[src/rtl/video_capture.sv]
// rtl/video_capture.sv - VGA frame grabber: thresholds pixels to 1bpp, packs bytes, measures sync timing
module video_capture #(
  parameter int X0     = 32,
  parameter int Y0     = 28,
  parameter int W      = 256,
  parameter int H      = 184,
  parameter int THRESH = 23
) (
  input  logic        clk,
  input  logic        reset,
  input  logic        vga_hs,
  input  logic        vga_vs,
  input  logic        vga_de,
  input  logic [3:0]  vga_r,
  input  logic [3:0]  vga_g,
  input  logic [3:0]  vga_b,
  output logic [12:0] wr_addr,
  output logic [7:0]  wr_data,
  output logic        wr_en,
  output logic        locked,
  output logic [9:0]  htotal,
  output logic [9:0]  vtotal,
  output logic        frame_done
);

  localparam logic [12:0] X_LO = 13'(X0);
  localparam logic [12:0] X_HI = 13'(X0 + W);
  localparam logic [12:0] Y_LO = 13'(Y0);
  localparam logic [12:0] Y_HI = 13'(Y0 + H);
  localparam logic [12:0] BPL  = 13'(W / 8);
  localparam logic [5:0]  THR  = 6'(THRESH);
  localparam logic [9:0]  SAT  = 10'h3FF;

  typedef enum logic {WAIT_VS, CAPTURE} state_t;

  state_t      state_q, state_d;
  logic        hs_q, hs_p_q, vs_q, vs_p_q, de_q, de_p_q;
  logic [3:0]  r_q, g_q, b_q;
  logic [9:0]  px_q, px_d;
  logic [9:0]  ln_q, ln_d;
  logic [7:0]  sh_q, sh_d;
  logic [9:0]  hcnt_q, hcnt_d;
  logic [9:0]  vcnt_q, vcnt_d;
  logic [9:0]  htotal_q, htotal_d;
  logic [9:0]  vtotal_q, vtotal_d;
  logic [9:0]  htot_frame_q, htot_frame_d;
  logic        hbad_q, hbad_d;
  logic        locked_q, locked_d;
  logic        wr_en_q, wr_en_d;
  logic [7:0]  wr_data_q, wr_data_d;
  logic [12:0] wr_addr_q, wr_addr_d;
  logic        frame_done_q, frame_done_d;

  logic        hs_fall, vs_fall, de_rise, de_fall;
  logic [9:0]  px_cur;
  logic [12:0] x_ext, y_ext, x_off, y_off, lin_addr;
  logic        in_win, sample, pix_bit, byte_done;
  logic [5:0]  pix_sum;
  logic [7:0]  sh_base;
  logic [10:0] hmeas11;
  logic [9:0]  hmeas, htot_new;
  logic        hmis;

  // Next-state logic: edge detection, pixel packing, timing measurement and lock tracking
  always_comb begin
    state_d      = state_q;
    px_d         = px_q;
    ln_d         = ln_q;
    sh_d         = sh_q;
    hcnt_d       = hcnt_q;
    vcnt_d       = vcnt_q;
    htotal_d     = htotal_q;
    vtotal_d     = vtotal_q;
    htot_frame_d = htot_frame_q;
    hbad_d       = hbad_q;
    locked_d     = locked_q;
    wr_en_d      = 1'b0;
    wr_data_d    = wr_data_q;
    wr_addr_d    = wr_addr_q;
    frame_done_d = 1'b0;

    hs_fall = hs_p_q & ~hs_q;
    vs_fall = vs_p_q & ~vs_q;
    de_rise = de_q & ~de_p_q;
    de_fall = ~de_q & de_p_q;

    // The first active pixel of a line sees px=0 even though px_q still holds the old line's count
    px_cur  = de_rise ? 10'd0 : px_q;
    x_ext   = {4'b0, px_cur[9:1]};
    y_ext   = {4'b0, ln_q[9:1]};
    x_off   = x_ext - X_LO;
    y_off   = y_ext - Y_LO;
    in_win  = (x_ext >= X_LO) && (x_ext < X_HI) && (y_ext >= Y_LO) && (y_ext < Y_HI);
    sample  = de_q && !px_cur[0] && !ln_q[0] && in_win;
    pix_sum = {2'b0, r_q} + {2'b0, g_q} + {2'b0, b_q};
    pix_bit = (pix_sum >= THR);
    sh_base = de_rise ? 8'd0 : sh_q;
    byte_done = sample && (x_off[2:0] == 3'd7);
    lin_addr  = y_off * BPL + (x_off >> 3);

    if (de_q) px_d = px_cur + 10'd1;
    if (sample) sh_d = {sh_base[6:0], pix_bit};
    else        sh_d = sh_base;

    if (vs_fall)                      ln_d = 10'd0;
    else if (de_fall && ln_q != SAT)  ln_d = ln_q + 10'd1;

    if (byte_done && state_q == CAPTURE) begin
      wr_en_d   = 1'b1;
      wr_data_d = sh_d;
      wr_addr_d = lin_addr;
    end

    hmeas11  = {1'b0, hcnt_q} + 11'd1;
    hmeas    = hmeas11[10] ? SAT : hmeas11[9:0];
    hmis     = hs_fall && (htotal_q != 10'd0) && (hmeas != htotal_q);
    htot_new = hs_fall ? hmeas : htotal_q;

    if (hs_fall) begin
      hcnt_d   = 10'd0;
      htotal_d = hmeas;
      if (hmeas != htotal_q) locked_d = 1'b0;
      if (hmis) hbad_d = 1'b1;
    end else if (hcnt_q != SAT) begin
      hcnt_d = hcnt_q + 10'd1;
    end

    if (hs_fall && vcnt_q != SAT) vcnt_d = vcnt_q + 10'd1;

    // A coincident hs edge belongs to the frame that the vs edge opens
    if (vs_fall) begin
      vtotal_d     = vcnt_q;
      vcnt_d       = hs_fall ? 10'd1 : 10'd0;
      htot_frame_d = htot_new;
      hbad_d       = 1'b0;
      if (vcnt_q != vtotal_q)
        locked_d = 1'b0;
      else if (!hbad_q && !hmis && htot_new == htot_frame_q)
        locked_d = 1'b1;
      if (state_q == CAPTURE) frame_done_d = 1'b1;
      else                    state_d = CAPTURE;
    end
  end

  // State and datapath registers with synchronous active-low reset
  always_ff @(posedge clk) begin
    if (!reset) begin
      state_q      <= WAIT_VS;
      hs_q         <= 1'b1;
      hs_p_q       <= 1'b1;
      vs_q         <= 1'b1;
      vs_p_q       <= 1'b1;
      de_q         <= 1'b0;
      de_p_q       <= 1'b0;
      r_q          <= 4'd0;
      g_q          <= 4'd0;
      b_q          <= 4'd0;
      px_q         <= 10'd0;
      ln_q         <= 10'd0;
      sh_q         <= 8'd0;
      hcnt_q       <= 10'd0;
      vcnt_q       <= 10'd0;
      htotal_q     <= 10'd0;
      vtotal_q     <= 10'd0;
      htot_frame_q <= 10'd0;
      hbad_q       <= 1'b0;
      locked_q     <= 1'b0;
      wr_en_q      <= 1'b0;
      wr_data_q    <= 8'd0;
      wr_addr_q    <= 13'd0;
      frame_done_q <= 1'b0;
    end else begin
      state_q      <= state_d;
      hs_q         <= vga_hs;
      hs_p_q       <= hs_q;
      vs_q         <= vga_vs;
      vs_p_q       <= vs_q;
      de_q         <= vga_de;
      de_p_q       <= de_q;
      r_q          <= vga_r;
      g_q          <= vga_g;
      b_q          <= vga_b;
      px_q         <= px_d;
      ln_q         <= ln_d;
      sh_q         <= sh_d;
      hcnt_q       <= hcnt_d;
      vcnt_q       <= vcnt_d;
      htotal_q     <= htotal_d;
      vtotal_q     <= vtotal_d;
      htot_frame_q <= htot_frame_d;
      hbad_q       <= hbad_d;
      locked_q     <= locked_d;
      wr_en_q      <= wr_en_d;
      wr_data_q    <= wr_data_d;
      wr_addr_q    <= wr_addr_d;
      frame_done_q <= frame_done_d;
    end
  end

  assign wr_addr    = wr_addr_q;
  assign wr_data    = wr_data_q;
  assign wr_en      = wr_en_q;
  assign locked     = locked_q;
  assign htotal     = htotal_q;
  assign vtotal     = vtotal_q;
  assign frame_done = frame_done_q;

endmodule

[config.mk]
export PLATFORM = sky130hd
export DESIGN_NAME = video_capture
export DESIGN_NICKNAME = d
export VERILOG_FILES = /design/src/rtl/video_capture.sv
export SDC_FILE = /design/constraint.sdc
export NUM_CORES = 1
export LEC_CHECK = 0
export CORE_MARGIN = 4
export CORE_UTILIZATION = 52
export CTS_CLUSTER_SIZE = 20
export DETAILED_ROUTE_END_ITERATION = 10
export PLACE_DENSITY = 0.76
export RECOVER_POWER = 25
export SLEW_MARGIN = 10
export SYNTH_ARGS = -nofsm -noshare
export SYNTH_HDL_FRONTEND = slang
export SYNTH_SLANG_ARGS = --single-unit
[constraint.sdc]
create_clock -name clk -period 2.76 [get_ports clk]
set_input_delay 0.828 -clock clk [delete_from_list [all_inputs] [get_ports clk]]
set_output_delay 0.828 -clock clk [all_outputs]
set_load 0.02 [all_outputs]
==> PnR_summary.wiki <==
{| class="wikitable"
! Metric !! Value
|-
| Avg Synthesized Cell Area || 8.74 um2
|-
| Effective utilization at floorplan || 53.3%
|-
| Via count || 5,209
|-
| Antenna fix cells || 0
|-
| Sum of overflow across all layers after global routing || 0
|-
| Cells after Synth || 700
|-
| HPWL after detailed placement || 10,200 um
|-
| Routability Congestion || 0.897
|-
| Synthesized flop and latch total || 122
|-
| # rows || 39
|-
| Total number of clock tree sinks || 122
|-
| Number of synthesized flops with an enable pin || 0
|-
| Ys Warns || 0
|-
| Area of all placed cells without fillers || 0.00745 mm2
|-
| DR pass1 iterations || 5
|-
| Fin. Hold Viols || 0
|-
| Cts bufs inserted || 17
|-
| Routed Antenna Nets || 0
|-
| Clk Latency, worst-skew pair || 0.42 ns
|-
| Routed wirelength normalized by instance count || 16.0 um
|-
| Delay of the slowest cell on the worst path || 0.34 ns
|-
| Flip-flop cell with the highest count after synthesis || dfxtp_1
|-
| Setup violation total in the final timing report || 0
|-
| Worst-path fanout max || 5
|-
| Most common cell after layout, fill and taps aside || dfxtp_1
|-
| Accumulated negative setup slack || 0 ns
|-
| Chip Height || 116 um
|-
| Number of global-route vias before repair || 5,131
|-
| Status || completed
|-
| Clock H-tree levels || 4
|-
| Worst ir drop on vdd || 0.000421 V
|-
| CP Data Required Time || 3.07 ns
|-
| Maximum clock path buffer count || 2
|-
| Die footprint || 0.0136 mm2
|-
| Crit-path slowest cell || dfxtp_1
|-
| Total wire length || 14,700 um
|-
| Syn nets || 740
|-
| Buffers inserted during post-CTS setup optimization || 0
|-
| Start-to-end type of the worst setup path || register to register
|-
| Area Growth Syn to Fin || 21.8%
|-
| Asr flop ratio synth || 0%
|-
| Total DRC errors in the routed layout || 0
|-
| Worst setup skew after layout || 0.00983 ns
|-
| Ratio of cells with drive above 1 in the final layout || 10.7%
|-
| Number of violations reported at the end of detailed-routing iteration 0 || 505
|-
| Leakage dissipation || 2.84 nW
|-
| Core footprint || 0.0115 mm2
|-
| Power per Cell Area || 574 mW/mm2
|-
| Measured slew at the worst slew-check pin || 0.850 ns
|-
| Dpl cell area || 0.00685 mm2
|-
| Cells along the critical path || nand2b_4, nand2_1, ha_1, and2_2, ha_1, a21o_1, a21oi_2, o21bai_1, a21oi_2, nor3b_4, o2111ai_1, o311ai_1
|-
| Sequential area share after synthesis || 39.9%
|-
| Final worst path period share || 95.4%
|-
| Nets || 801
|-
| Via density || 5.68
|-
| GRT Util Overall || 22.7%
|-
| Pin count of the biggest net entering global routing || 38
|-
| Class of the most critical hold timing path || register to register
|-
| Non-filler cells in the finished layout || 917
|-
| Most frequent cells in the layout || 122 x dfxtp_1, 77 x nor2_1, 75 x nand2_1, 59 x clkdlybuf4s50_1, 50 x a21oi_1
|-
| Maximum clock frequency || 380 MHz
|-
| Headroom to the max-slew limit || 43.3%
|-
| Initial antenna violation count || 0
|-
| Cell total after placement || 885
|-
| Number of top-level pins || 61
|-
| CP arrival || 2.95 ns
|-
| Shortest clock period the worst path allows after layout || 2.63 ns
|-
| Quantity of I/O buffers inserted on ports || 60
|-
| Layout filler cell count || 922
|-
| Max-cap viol count || 0
|-
| Setup crit end kind || register
|-
| Clock transition at the registers of the reported paths || 0.06 ns
|-
| Die width || 116 um
|-
| Wire length of the first global-routing pass || 24,400 um
|-
| Fin. max-slew vios || 0
|-
| Number of hold-repair buffers added at the cts stage || 0
|-
| Root buffer cell || clkbuf_16
|-
| Clock tree from TritonCTS || yes
|-
| Type of origin of the critical path || register
|-
| Cell Area, Synth || 0.00612 mm2
|-
| Number of library cell types mapped by synthesis || 71
|}
kinds of logic (layout without fill, tap and decap cells):
kind of cell	Yosys count	in the layout	share of synthesized area [%]
buffers and inverters	69	143	5.20
multiplexers	13	13	2.54
AND/OR/NAND/NOR	289	289	23.9
adder cells (fa/ha/maj)	23	23	5.44
flip-flops	122	122	39.9
AO/OA/AOI/OAI	129	129	14.8
XOR/XNOR	55	55	8.12
synthesized netlist by cell type, types with 4 or more instances:
library cell / instances / area [um2]
dfxtp_1: 122 / 2440
nor2_1: 77 / 289
nand2_1: 75 / 282
a21oi_1: 52 / 260
xnor2_1: 35 / 307
inv_1: 30 / 113
nand3_1: 30 / 150
and2_1: 25 / 156
clkbuf_1: 25 / 93.8
xor2_1: 19 / 166
and3_1: 18 / 113
ha_1: 17 / 213
nand4_1: 10 / 62.6
nand2b_1: 9 / 56.3
o21ai_0: 9 / 45.0
mux2i_1: 8 / 80.1
and4_1: 6 / 52.6
buf_6: 6 / 67.6
fa_1: 6 / 120
nor3_1: 6 / 30.0
a211oi_1: 5 / 37.5
a211oi_2: 5 / 62.6
a31oi_1: 5 / 31.3
mux2_4: 5 / 75.1
a21o_1: 4 / 30.0
buf_2: 4 / 20.0
nor4_1: 4 / 25.0
o211ai_1: 4 / 30.0
o21a_1: 4 / 30.0
o21ai_1: 4 / 20.0
or2_2: 4 / 25.0
or3_1: 4 / 25.0
or4_1: 4 / 30.0
worst paths after layout:
path | from | slack [ns] | cells after the start | endpoint
setup / recovery | de_p_q | 0.13 | 12 | wr_addr[12]
hold / removal | wr_data[4] | 0.46 | 2 | wr_data[4]
setup reg to reg | de_p_q | 0.13 | 12 | wr_addr[12]
hold reg to reg | wr_data[4] | 0.46 | 2 | wr_data[4]
state kept, by name, summed over array words and instances, names as in the netlist, 4 cells and up:
signal,count
r_q,4
vcnt_q,10
wr_addr,13
htot_frame_q,10
ln_q,10
g_q,4
b_q,4
sh_q,8
htotal,10
vtotal,10
wr_data,8
hcnt_q,10
px_q,10
layer usage:
metal | routed length, um | track usage (%) | part of all wire [%] | vias to the layer above
met3 | 815 | 5.65 | 5.6 | 40
met5 | 0 | 0 | 0 | -
met4 | 433 | 11.4 | 3.0 | 0
met1 | 6190 | 27.5 | 42 | 2447
met2 | 7220 | 37.5 | 49 | 171
li1 | - | - | - | 2551
timing repair:
action / in CTS / in global routing
endpoints found under the setup margin: 0 / 3
hold endpoints to repair: 0 / 0
resized for setup: 0 / 7
through the flow:
step                      total power (W)  utilization [%]  setup WS [ns]  hold slack, ns
after floorplan                   0.00205                -         0.0215           0.425
after global placement            0.00214             59.7          0.107           0.437
after detailed placement          0.00215             59.7         0.0530           0.447
after CTS                         0.00430             64.7        0.00171           0.456
after global routing              0.00442             65.0        -0.0821           0.468
final                             0.00427             65.0          0.126           0.455
power by group:
group / total [W] / internal [W] / switching (W)
Combinational: 0.000294 / 0.000127 / 0.000167
Sequential: 0.00182 / 0.00179 / 0.0000295
Clock: 0.00216 / 0.00132 / 0.000831
Total: 0.00427 / 0.00325 / 0.00103
layout make-up:
cell class | count | area (um2) | share of cell area, %
Clock buffer | 17 | 425 | 5.71
Clock inverter | 15 | 151 | 2.03
Inverter | 30 | 113 | 1.51
Multi-Input combinational cell | 509 | 3380 | 45.4
Sequential cell | 122 | 2440 | 32.8
Tap cell | 143 | 179 | 2.40
Timing Repair Buffer | 81 | 756 | 10.1
worst max-delay path, delay by kind of cell, from the launching register on:
kind	cells	cell delay, ns
AO/OA/AOI/OAI	6	0.94
AND/OR/NAND/NOR	4	0.69
flip-flops	1	0.34
adder cells (fa/ha/maj)	2	0.55
(Power assumes the default switching activity.)
